[config.mk]
export PLATFORM = sky130hd
export DESIGN_NAME = din_debounce_sync
export DESIGN_NICKNAME = d
export VERILOG_FILES = /design/src/rtl/din_debounce_pkg.sv /design/src/rtl/sig_sync_chain.sv /design/src/rtl/din_debounce_sync.sv
export SDC_FILE = /design/constraint.sdc
export NUM_CORES = 1
export LEC_CHECK = 0
export CAP_MARGIN = 30
export CORE_AREA = 5 5 42 44
export DETAILED_ROUTE_END_ITERATION = 16
export DIE_AREA = 0 0 47 49
export DONT_BUFFER_PORTS = 1
export PLACE_DENSITY = 0.42
export SETUP_SLACK_MARGIN = 0.05
export SLEW_MARGIN = 20
export SYNTH_ARGS = -nofsm -noshare
export SYNTH_HDL_FRONTEND = slang
export SYNTH_SLANG_ARGS = --single-unit
[constraint.sdc]
create_clock -name clk -period 1.65 [get_ports clk]
set_input_delay 0.2475 -clock clk [delete_from_list [all_inputs] [get_ports clk]]
set_output_delay 0.2475 -clock clk [all_outputs]
set_load 0.01 [all_outputs]
[src/rtl/din_debounce_pkg.sv]
// Shared types and default parameters for the input debounce/synchroniser block.
package din_debounce_pkg;

  // Two-state debounce controller: idle on a stable level, or counting a run.
  typedef enum logic [0:0] {
    ST_STABLE = 1'b0,
    ST_WAIT   = 1'b1
  } db_state_t;

  // Default synchroniser depth.
  localparam int DB_SYNC_STAGES_DEF = 2;
  // Default number of consecutive differing samples needed to accept a new level.
  localparam int DB_CYCLES_DEF      = 4;

endpackage : din_debounce_pkg

[src/rtl/sig_sync_chain.sv]
// N-flop shift-register synchroniser for a single asynchronous bit.
// Reset loads every stage with RESET_LEVEL so the chain output starts
// from a known level.
module sig_sync_chain #(
  parameter int   STAGES      = 2,
  parameter logic RESET_LEVEL = 1'b0
) (
  input  logic clk,
  input  logic rst,
  input  logic d,
  output logic q
);

  logic [STAGES-1:0] chain;

  // Shift the raw input through the chain every cycle; reset is synchronous, active-low.
  always_ff @(posedge clk) begin
    // NOTE: clocked state uses non-blocking assignments so every stage samples the
    // value of its neighbour from before the edge; blocking would collapse the chain.
    if (!rst) begin
      chain <= {STAGES{RESET_LEVEL}};
    end else begin
      chain <= {chain[STAGES-2:0], d};
    end
  end

  assign q = chain[STAGES-1];

endmodule : sig_sync_chain

[src/rtl/din_debounce_sync.sv]
// Input-conditioning stage: synchronises an asynchronous level into clk,
// rejects runs shorter than DEBOUNCE_CYCLES samples, and emits the clean
// level with one-cycle rise/fall pulses. The clean level feeds downstream D inputs.
module din_debounce_sync
  import din_debounce_pkg::*;
#(
  parameter int   SYNC_STAGES     = DB_SYNC_STAGES_DEF,
  parameter int   DEBOUNCE_CYCLES = DB_CYCLES_DEF,
  parameter logic RESET_LEVEL     = 1'b0
) (
  input  logic clk,
  input  logic rst,
  input  logic en,
  input  logic sig_in,
  output logic q_clean,
  output logic rise,
  output logic fall,
  output logic busy
);

  // Counter only has to reach DEBOUNCE_CYCLES-1; sized so that value always fits.
  localparam int CNT_W = $clog2(DEBOUNCE_CYCLES + 1);
  localparam logic [CNT_W-1:0] CNT_ONE  = CNT_W'(1);
  localparam logic [CNT_W-1:0] CNT_LAST = CNT_W'(DEBOUNCE_CYCLES - 1);

  // Reject illegal parameterisations at elaboration time.
  if (SYNC_STAGES < 2) begin : g_bad_sync_stages
    $error("din_debounce_sync: SYNC_STAGES must be >= 2");
  end
  if (DEBOUNCE_CYCLES < 1) begin : g_bad_debounce_cycles
    $error("din_debounce_sync: DEBOUNCE_CYCLES must be >= 1");
  end

  logic             s;
  logic [CNT_W-1:0] cnt;
  db_state_t        state;

  sig_sync_chain #(
    .STAGES      (SYNC_STAGES),
    .RESET_LEVEL (RESET_LEVEL)
  ) u_sync (
    .clk (clk),
    .rst (rst),
    .d   (sig_in),
    .q   (s)
  );

  // Run-length counter, debounce FSM and registered outputs, all in one clocked process.
  always_ff @(posedge clk) begin
    if (!rst) begin
      state   <= ST_STABLE;
      cnt     <= '0;
      q_clean <= RESET_LEVEL;
      rise    <= 1'b0;
      fall    <= 1'b0;
    end else begin
      // Pulses are single-cycle: default low, raised only on the flipping edge.
      rise <= 1'b0;
      fall <= 1'b0;
      if (!en) begin
        // Disabled: freeze the output and drop any partially counted run.
        state <= ST_STABLE;
        cnt   <= '0;
      end else begin
        unique case (state)
          ST_STABLE: begin
            if (s != q_clean) begin
              if (DEBOUNCE_CYCLES == 1) begin
                q_clean <= s;
                rise    <= s;
                fall    <= ~s;
                cnt     <= '0;
              end else begin
                cnt   <= CNT_ONE;
                state <= ST_WAIT;
              end
            end else begin
              cnt <= '0;
            end
          end
          ST_WAIT: begin
            if (s == q_clean) begin
              // Level went back before the run completed: treat as a glitch.
              cnt   <= '0;
              state <= ST_STABLE;
            end else if (cnt == CNT_LAST) begin
              q_clean <= ~q_clean;
              rise    <= ~q_clean;
              fall    <= q_clean;
              cnt     <= '0;
              state   <= ST_STABLE;
            end else begin
              cnt <= cnt + 1'b1;
            end
          end
          default: begin
            cnt   <= '0;
            state <= ST_STABLE;
          end
        endcase
      end
    end
  end

  assign busy = (state == ST_WAIT);

endmodule : din_debounce_sync

Word-level counts from Yosys, hierarchy flattened. Cells that the tools add are included.

Bitwise logic cells: 6. Add/sub/neg operators: 1. Multiplexer cells: 8. Reductions and logical operators: 3. Equal/unequal tests: 3.

Operators by type and width (count): 2-to-1 mux 3 bit (2); inverter 1 bit (6); one-hot mux 3 bit (2 select lines) (1); OR reduction 5 bit (1); 2-to-1 mux 1 bit (4); AND reduction 4 bit (1); adder 3 x 1 -> 3 bit, second input constant (1); == test 3 x 2 -> 1 bit, second input constant (1); one-hot mux 1 bit (2 select lines) (1); AND reduction 2 bit (1); == test 1 bit (1); != test 1 bit (1).

Output and inout bits: 4. Word-level logic and storage cells: 27. Bits in registers: 9.

Logic depth before layout (Yosys ltp).
Word-level depth: 4. Gate-level depth with buffers: 4. Mapped depth without buffers: 4.

By module. A second synthesis with hierarchy kept.

Cell total of the unflattened synthesis: 30. Area, all modules: 326.6 sq um.

By module, submodules not included: din_debounce_sync (area each 274.0 sq um, cells each 26, times used 1); sig_sync_chain (area each 52.6 sq um, cells each 4, times used 1).

Least setup slack after synthesis. Ideal clock, no wire load.

Path type: reg2reg. Start: register cnt[0]. End: register cnt[2]. Path slack: 0.382 ns. Required time: 1.572 ns. Stages on the path, launching flop included: 5. Period minus slack after synthesis: 1.268 ns. Arrival time: 1.190 ns. Buffers on the path: 0. Cell sequence: dfxtp_1 ha_1 ha_1 or3b_1 nor3_1.

Longest elaborated chain between the ends: 4. Elaborated cells between the ends (all ways): 5. Classes of those cells: add/sub (1); eq/ne (1); mux (3).

RTL lines: from (decl) (line din_debounce_sync.sv:35) `logic [CNT_W-1:0] cnt;`; from (signal assigned) (line din_debounce_sync.sv:93) `cnt <= cnt + 1'b1;`; adder 3 x 1 -> 3 bit or == test 3 x 2 -> 1 bit (tied branches) (line din_debounce_sync.sv:93, din_debounce_sync.sv:86); 2-to-1 mux 3 bit * (line din_debounce_sync.sv:86) `end else if (cnt == CNT_LAST) begin`; 2-to-1 mux 3 bit * (line din_debounce_sync.sv:82) `if (s == q_clean) begin`; one-hot mux 3 bit (2 select lines) * (line din_debounce_sync.sv:65) `unique case (state)`.

Mark *: on every way between the ends. The rest lies on a longest branch, timed or not. A chain may end at the register's enable or synchronous reset.

Worst setup path in the final report. Same ends and word-level chain as after synthesis.

==> reports/results.tsv <==
metric	value	unit
synth-seq-cells	9	
cts_buffers	3	
hold_viol_final	0	
wl	526	µm
syn-num-nets	36	
arrival	1.53	ns
seqCellArea	180	µm²
hold_ws	0.115	ns
drt_iter0_markers	1	
fin_util	26.3	%
cts.path.max_buffers	2	
worstSetupStartpointType	flop	
syn_inst	30	
dp_hpwl	419	µm
status	complete, no violations	
yosys_warnings	0	
highest_layer	met3	
power_leakage	0.132	nW
cp_slowest_stage_delay	0.38	ns
worst_path_most_repeated_cell	ha_1	
syn_avg_cell_area	10.7	µm²
clk_latency	0.25	ns
wl_met2	239	µm
total_power	393	µW
routabilityCongestion	0.660	
tightest_slew	0.377	ns
period_minus_slack	1.35	ns
slowest_stage	or3b_1	
tns	0	ns
worstHoldPathType	primary input to flop	
die-area	2300	µm²
die_x	47	µm
grt_setup_unrepaired	no	
cap_violations	0	
port_buffers	0	
cp_top_family	simple AND/OR/NAND/NOR gates	
slew_viol_final	0	
pin_count	8	
critPathKind	flop to flop	
multi_input_area	138	µm²
coreArea	1400	µm²
post_cts_resized	0	
yosysSeqAreaShare	56.0	%
syn_area	322	µm²
p_sw_share	19.6	%
p_sw	77.0	µW
comb_power_share	1.7	%
m1WireLength	228	µm
internal_power	316	µW
end_kind	flop	
cts_tree	yes	
pwr-share-seq	56.7	%
path_cells	ha_1, ha_1, or3b_1, nor3_1	
overflow	0	
cts_setup_buffers	0	
path_max_fanout	2	
grt_pass1_vias	214	
vias_per_cell	4.24	
peakVddDrop	407	µV
diodes	0	
numClockSinks	9	
relSlewSlack	74.7	%
grt_start_max_net_pins	7	
dr.pass1.iters	2	
path_buf_inv	0	
num-fill-cells	165	
setup_viol	0	
die_h	49	µm
layout.nets	41	
cp.required	1.83	ns
placed_cell_area	342	µm²
area_delta_synth_final	14.4	%
postCtsHoldBufs	0	
timing.fmax	740	MHz
grt_usage	5.99	%
htree_levels	1	
antenna_left	0	
rows	14	
final_layout_size_suffix_gt1_share	8.82	%
finalClockSkew	0.000505	ns
cts-root-buf	clkbuf_4	
finalCritPeriodShare	81.9	%
wl_met3	57	µm
final_cell_area	368	µm²
ys_types	15	
grt_pass1_wl	897	µm
cts.reportedPaths.clkPinSlew	0.06	ns
powerDensity	1070	nW/µm²
start_util	22.9	%
antenna_found_initial	0	
drc_errors	0	
wl_per_cell	10.5	µm
vias	212	
power_frac_clock	41.6	%
[registers in the layout (all words and copies together), names as in the netlist]
| signal | flops |
|---|---|
| fall | 1 |
| busy | 1 |
| cnt | 3 |
| u_sync.chain | 2 |
| rise | 1 |
| q_clean | 1 |
[power by group through the flow]
stage	sequential (mW)	clock, mW	combinational (mW)
global route	0.223	0.194	0.00758
global placement	0.227	0	0.00673
detailed placement	0.228	0	0.00686
finish	0.223	0.164	0.00670
CTS	0.223	0.176	0.00688
floorplan	0.227	0	0.00570
[worst paths after layout]
path / from / endpoint / slack [ns] / cells after the start
worst max-delay path: cnt[0] / cnt[2] / 0.30 / 4
worst min-delay path: rst / u_sync.chain[0] / 0.11 / 1
worst max register to register: cnt[0] / cnt[2] / 0.30 / 4
worst min register to register: u_sync.chain[0] / u_sync.chain[1] / 0.44 / 1
[synthesized netlist by cell type]
library cell | number | area share [%]
and2_1 | 2 | 3.9
dfxtp_1 | 9 | 56
ha_1 | 2 | 7.8
inv_1 | 1 | 1.2
mux2i_1 | 1 | 3.1
nand2_1 | 4 | 4.7
nand3_1 | 1 | 1.6
nand3b_1 | 1 | 2.3
nor3_1 | 3 | 4.7
nor3b_1 | 1 | 2.3
nor4_1 | 1 | 1.9
nor4b_1 | 1 | 2.7
o21a_1 | 1 | 2.3
or3b_1 | 1 | 2.7
xnor2_1 | 1 | 2.7
[per-layer routing]
metal,track usage [%],up-vias
met4,5.53,0
li1,-,114
met2,7.24,6
met5,0,-
met3,5.54,0
met1,5.74,92
[cells in the final DEF (no fill, tap or decap)]
cell / synthesis / final
or3b_1: 1 / 1
and2_1: 2 / 2
xnor2_1: 1 / 1
nor4b_1: 1 / 1
clkbuf_1: 0 / 1
nand2_1: 4 / 4
mux2i_1: 1 / 1
inv_1: 1 / 1
dfxtp_1: 9 / 9
nand3_1: 1 / 1
nor3_1: 3 / 3
clkbuf_4: 0 / 3
nand3b_1: 1 / 1
nor4_1: 1 / 1
nor3b_1: 1 / 1
ha_1: 2 / 2
o21a_1: 1 / 1
[area by class of cell]
type,instances,share of cell area [%]
multi-input combinational,20,37.4
clock buffer,4,7.14
inverter,1,1.02
sequential,9,49.0
tap,16,5.44
[stage by stage]
stage          cells  setup WS (ns)
2_1_floorplan     30          0.382
3_3_place_gp      46          0.371
3_5_place_dp      46          0.324
4_1_cts           50          0.302
5_1_grt           50          0.266
6_report          50          0.298
[logic make-up after synthesis]
family / after synthesis / synth area share, %
simple gates: 15 / 26.8
flops: 9 / 56.0
fa+ha+maj: 2 / 7.78
compound gates: 1 / 2.34
xor+xnor: 1 / 2.72
buf+inv: 1 / 1.17
mux: 1 / 3.11
Power figures use the tool's default switching activity.
